==> src/rtl/md5_loader.sv <==
// md5_loader: pads a short candidate message into a single MD5 block, streams
// it word by word into an MD5 unit and compares the returned digest with a target.
module md5_loader (
  input  logic         clk,
  input  logic         reset,
  input  logic         msg_valid,
  output logic         msg_ready,
  input  logic [439:0] msg_data,
  input  logic [5:0]   msg_len,
  input  logic [127:0] target,
  output logic         md5_write,
  output logic [3:0]   md5_writeaddr,
  output logic [31:0]  md5_writedata,
  output logic         md5_start,
  input  logic         md5_done,
  input  logic [127:0] md5_digest,
  output logic         result_valid,
  output logic         match,
  output logic         len_err
);

  typedef enum logic [2:0] {
    IDLE  = 3'd0,
    LOAD  = 3'd1,
    START = 3'd2,
    BUSY  = 3'd3,
    WAIT  = 3'd4,
    CMP   = 3'd5
  } state_t;

  state_t         state_r, next_state_s;
  logic [439:0]   data_r;
  logic [5:0]     len_r;
  logic [127:0]   target_r;
  logic [3:0]     cnt_r;
  logic           msg_ready_r, md5_write_r, md5_start_r, result_valid_r;
  logic           match_r, len_err_r;
  logic [3:0]     writeaddr_r;
  logic [31:0]    writedata_r;

  logic           handshake_s, len_bad_s;
  logic [3:0]     next_cnt_s;
  logic [439:0]   src_data_s;
  logic [5:0]     src_len_s;
  logic           next_match_s, next_len_err_s;

  // Padded block word idx: message bytes, 0x80 terminator, zeros, byte length in word 15.
  function automatic logic [31:0] pad_word(input logic [439:0] data,
                                           input logic [5:0]   len,
                                           input logic [3:0]   idx);
    logic [447:0] shifted;
    logic [7:0]   b [4];
    logic [5:0]   pos;
    logic [31:0]  word;
    for (int k = 0; k < 4; k++) begin
      b[k] = 8'h00;
    end
    if (idx == 4'd15) begin
      word = {26'd0, len};
    end else if (idx == 4'd14) begin
      word = 32'h0000_0000;
    end else begin
      for (int k = 0; k < 4; k++) begin
        pos     = {idx, 2'b00} + k[5:0];
        shifted = {8'h00, data} >> {pos, 3'b000};
        if (pos < len) begin
          b[k] = shifted[7:0];
        end else if (pos == len) begin
          b[k] = 8'h80;
        end else begin
          b[k] = 8'h00;
        end
      end
      word = {b[3], b[2], b[1], b[0]};
    end
    return word;
  endfunction

  assign handshake_s = msg_valid & msg_ready_r;
  assign len_bad_s   = (msg_len > 6'd55);

  // Next-state logic
  always_comb begin
    next_state_s = state_r;
    case (state_r)
      IDLE: begin
        if (handshake_s) begin
          if (len_bad_s) begin
            next_state_s = CMP;
          end else begin
            next_state_s = LOAD;
          end
        end else begin
          next_state_s = IDLE;
        end
      end
      LOAD: begin
        if (cnt_r == 4'd15) begin
          next_state_s = START;
        end else begin
          next_state_s = LOAD;
        end
      end
      START: next_state_s = BUSY;
      // A done left high by the previous run must fall before completion is accepted.
      BUSY: begin
        if (!md5_done) begin
          next_state_s = WAIT;
        end else begin
          next_state_s = BUSY;
        end
      end
      WAIT: begin
        if (md5_done) begin
          next_state_s = CMP;
        end else begin
          next_state_s = WAIT;
        end
      end
      CMP:     next_state_s = IDLE;
      default: next_state_s = IDLE;
    endcase
  end

  // Word index, data source and result values feeding the output registers
  always_comb begin
    next_cnt_s     = 4'd0;
    src_data_s     = data_r;
    src_len_s      = len_r;
    next_match_s   = 1'b0;
    next_len_err_s = 1'b0;
    if (state_r == LOAD) begin
      next_cnt_s = cnt_r + 4'd1;
    end else begin
      next_cnt_s = 4'd0;
    end
    if (state_r == IDLE) begin
      src_data_s     = msg_data;
      src_len_s      = msg_len;
      next_len_err_s = 1'b1;
    end else begin
      src_data_s     = data_r;
      src_len_s      = len_r;
      next_len_err_s = 1'b0;
    end
    if (state_r == WAIT) begin
      next_match_s = (md5_digest == target_r);
    end else begin
      next_match_s = 1'b0;
    end
  end

  // State register
  always_ff @(posedge clk or posedge reset) begin
    if (reset) begin
      state_r <= IDLE;
    end else begin
      state_r <= next_state_s;
    end
  end

  // Candidate capture at handshake
  always_ff @(posedge clk or posedge reset) begin
    if (reset) begin
      data_r   <= 440'd0;
      len_r    <= 6'd0;
      target_r <= 128'd0;
    end else if (handshake_s) begin
      data_r   <= msg_data;
      len_r    <= msg_len;
      target_r <= target;
    end
  end

  // Block write bus; idle values are forced to zero
  always_ff @(posedge clk or posedge reset) begin
    if (reset) begin
      cnt_r       <= 4'd0;
      md5_write_r <= 1'b0;
      writeaddr_r <= 4'd0;
      writedata_r <= 32'd0;
    end else if (next_state_s == LOAD) begin
      cnt_r       <= next_cnt_s;
      md5_write_r <= 1'b1;
      writeaddr_r <= next_cnt_s;
      writedata_r <= pad_word(src_data_s, src_len_s, next_cnt_s);
    end else begin
      cnt_r       <= 4'd0;
      md5_write_r <= 1'b0;
      writeaddr_r <= 4'd0;
      writedata_r <= 32'd0;
    end
  end

  // Handshake, start and result outputs; match/len_err change only on entry to CMP
  always_ff @(posedge clk or posedge reset) begin
    if (reset) begin
      msg_ready_r    <= 1'b0;
      md5_start_r    <= 1'b0;
      result_valid_r <= 1'b0;
      match_r        <= 1'b0;
      len_err_r      <= 1'b0;
    end else begin
      msg_ready_r    <= (next_state_s == IDLE);
      md5_start_r    <= (next_state_s == START);
      result_valid_r <= (next_state_s == CMP);
      if (next_state_s == CMP) begin
        match_r   <= next_match_s;
        len_err_r <= next_len_err_s;
      end
    end
  end

  assign msg_ready     = msg_ready_r;
  assign md5_write     = md5_write_r;
  assign md5_writeaddr = writeaddr_r;
  assign md5_writedata = writedata_r;
  assign md5_start     = md5_start_r;
  assign result_valid  = result_valid_r;
  assign match         = match_r;
  assign len_err       = len_err_r;

endmodule

==> config.mk <==
export PLATFORM = sky130hd
export DESIGN_NAME = md5_loader
export DESIGN_NICKNAME = d
export VERILOG_FILES = /design/src/rtl/md5_loader.sv
export SDC_FILE = /design/constraint.sdc
export NUM_CORES = 2
export LEC_CHECK = 0
export BUFFER_PORTS_ARGS = -buffer_cell sky130_fd_sc_hd__clkbuf_2
export CAP_MARGIN = 5
export CORE_AREA = 2 2 294 296
export CTS_BUF_LIST = sky130_fd_sc_hd__clkbuf_4 sky130_fd_sc_hd__clkbuf_8 sky130_fd_sc_hd__clkbuf_16
export DETAILED_ROUTE_END_ITERATION = 8
export DIE_AREA = 0 0 296 298
export MAX_ROUTING_LAYER = met4
export PLACE_DENSITY = 0.68
export SYNTH_ARGS = -nofsm -noshare
export SYNTH_HDL_FRONTEND = slang
export SYNTH_SLANG_ARGS = --single-unit
export TNS_END_PERCENT = 30
==> constraint.sdc <==
create_clock -name clk -period 19.8 [get_ports clk]
set_clock_uncertainty 0.05 [all_clocks]
set_input_delay 3.96 -clock clk [delete_from_list [all_inputs] [get_ports clk]]
set_output_delay 3.96 -clock clk [all_outputs]
set_load 0.02 [all_outputs]
==> run metrics <==
end of the worst hold path data_r[217]; reg2reg end md5_writedata[31]; Least-Margin Pin Slew 1290 ps; share of post-route cells with drive strength above 1 22.6%; gr ovfl total 0; Synth top cells by count nand2_1, dfrtp_1, clkbuf_1; CP Launch Type input pin; CTS tree yes; RSZ-0062 raised after global routing false; final cycle utilization of the critical path 37.9%; kind of critical path in -> async; Hold Path Depth 2; # DRC 0; post-synthesis sequential area ratio 50.4%; clock buffer depth 3; Post-CTS Hold Buffers 0; Core Util, Final 44.8%; Worst-path clk slew 60 ps; CTS Buf Count 74; Synth Flop Type dfrtp_1; Clock Root Buffer clkbuf_16; vias in the first global route 29.1k; First-pass DRT Iterations 6; CP endpoint kind asynchronous set/reset pin; met1 Usage GRT 41.1%; Hold WC Path Type reg -> reg; IO buf count 747; Max FO, Critical Path 70; H-tree Lvls 3; GR Util met2 48.7%; worst vdd rail ir drop 0.0864 mV; die area 0.0882 mm^2; register share of total power 33.3%; post-CTS setup buffer count 0; FF-to-FF path depth 9; grt peak-use layer met2; asr flop ratio synth 100%; Synth-to-Final Area Change 23.7%; largest area contributor in the netlist dfrtp_1; Yosys cell types 87; CTS Sinks 619; Iter 0 DRT Violations 3,863; WL/cell 25.4 um; final wirelength 141,000 um; worst flop-to-flop path startpoint state_r[2]; ranking of synthesized cells by area dfrtp_1, nand2_1, xnor2_1, clkbuf_1, mux4_2; Hold Worst Slack 416 ps; detailed placer's ending HPWL 104,000 um; Die Span Y 298 um; total internal power 0.00371 W; Initial Util 36.2%; Worst-Skew Late Latency 660 ps; antenna violations before repair 71; Fin Setup TNS 0 ps; status completed; first-pass GRT wire length 201,000 um; FF+latch count, synth 619; clock network power share 22.0%; Worst Hold Launch data_r[217]; total number of vias 30.1k; post-synth top area share 50.4%; switch share 44.9%; minimum clock period 7500 ps; Worst Path Arrival 8080 ps; overall die width 296 um; FF-to-FF setup slack 14,900 ps; count leader, synth nand2_1; FILL cells 8,564; Detail Route Antenna Nets 0; Ys Warns 0; core area 0.0849 mm^2; Final Hold Vio Count 0; I/O pins 748; final setup violation count 0; syn_nets 4,416; Gate power share 44.8%; Total Nets Final 5,029; num rows 107; Syn Std Cell Area 0.0307 mm^2; WP data required 20,380 ps; post_cts resized 0; Static Leak 19.7 nW; fmax 133 MHz; pins over their slew limit 0; cell count after synthesis 3,705; DR vias/cell 5.40; met3 Use GR 8.21%; Placer Congestion 0.974; Syn Area/Cell 8.29 um^2; pwr dens 177 mW/mm^2; sw power 0.00303 W; GRT Overall Usage 32.4%; max-cap violation count 0; Rel. slew slack 13.3%; number of synthesized flops with an enable pin 0; pin count of the biggest net entering global routing 223
[registers in the layout, indices dropped and copies added (netlist names)]
name / count
match: 1
result_valid: 1
target_r: 128
len_r: 6
state_r: 3
md5_write: 1
msg_ready: 1
md5_start: 1
data_r: 440
md5_writeaddr: 4
len_err: 1
md5_writedata: 32
[cells by family after synthesis]
| group | synth area share [%] |
|---|---|
| AND/OR/NAND/NOR | 28.8 |
| flip-flops | 50.4 |
| AO/OA/AOI/OAI | 9.16 |
| buffers and inverters | 4.03 |
| XOR/XNOR | 3.34 |
| multiplexers | 4.06 |
| adder cells (fa/ha/maj) | 0.204 |
[cells in the final DEF (no fill, tap or decap), types with 20 or more instances in the layout]
cell	synthesis	layout
nand2_1	1919	1917
nor2_1	72	70
clkbuf_2	0	747
a221oi_1	26	26
o21ai_0	68	68
a21oi_1	67	67
xor2_1	24	24
a211oi_1	28	28
mux4_2	29	29
diode_2	0	66
a31oi_1	55	55
nand4_1	33	33
xnor2_1	93	93
mux2i_1	28	27
nor4_1	44	44
o22ai_1	25	25
o211ai_1	23	23
nand3_1	48	48
clkbuf_16	0	74
inv_1	23	20
dfrtp_1	619	618
buf_4	6	36
[cell type report]
class,instances,area [um^2],share of cell area (%)
Antenna cell,66,165,0.435
Clock inverter,19,408,1.07
Tap cell,1144,1430,3.77
Clock buffer,110,2230,5.88
Inverter,26,101,0.267
Sequential cell,619,15500,40.8
Timing Repair Buffer,789,4130,10.9
Multi-Input combinational cell,2808,14000,36.9
[stage by stage]
stage,worst slack [ps],instances,area [um^2],power (W)
3_3_place_gp,11570,5386,35200,0.00512
6_report,12300,5581,38000,0.00674
2_1_floorplan,7340,3705,30700,0.00398
4_1_cts,12210,5515,37800,0.00667
5_1_grt,11730,5576,38000,0.00706
3_5_place_dp,11540,5386,35200,0.00517
[how the worst max path moves through the flow]
stage | startpoint | end | slack (ps) | cells after the start
final | reset | data_r[18] | 12300 | 6
after global routing | reset | data_r[195] | 11730 | 6
after detailed placement | reset | data_r[99] | 11540 | 6
after floorplan | reset | data_r[0] | 7340 | 1
after CTS | reset | data_r[18] | 12210 | 6
after global placement | reset | data_r[110] | 11570 | 6
[routing by layer]
metal	wire length, um	vias up
li1	-	13500
met1	54800	14600
met2	65100	1742
met3	14700	293
met4	6870	0
met5	0	-
[worst max-delay path, cell delays in order]
cell	delay [ps]
clkbuf_2	100
clkinvlp_4	500
buf_4	760
buf_4	790
buf_4	840
buf_4	850
[power by group through the flow]
stage | Clock [W] | Sequential, W | Combinational [W]
floorplan | 0 | 0.00216 | 0.00182
global placement | 0 | 0.00223 | 0.00289
global route | 0.00154 | 0.00230 | 0.00322
finish | 0.00148 | 0.00224 | 0.00302
CTS | 0.00149 | 0.00223 | 0.00295
detailed placement | 0 | 0.00224 | 0.00293
No activity file was read; power rests on OpenSTA's default activity.
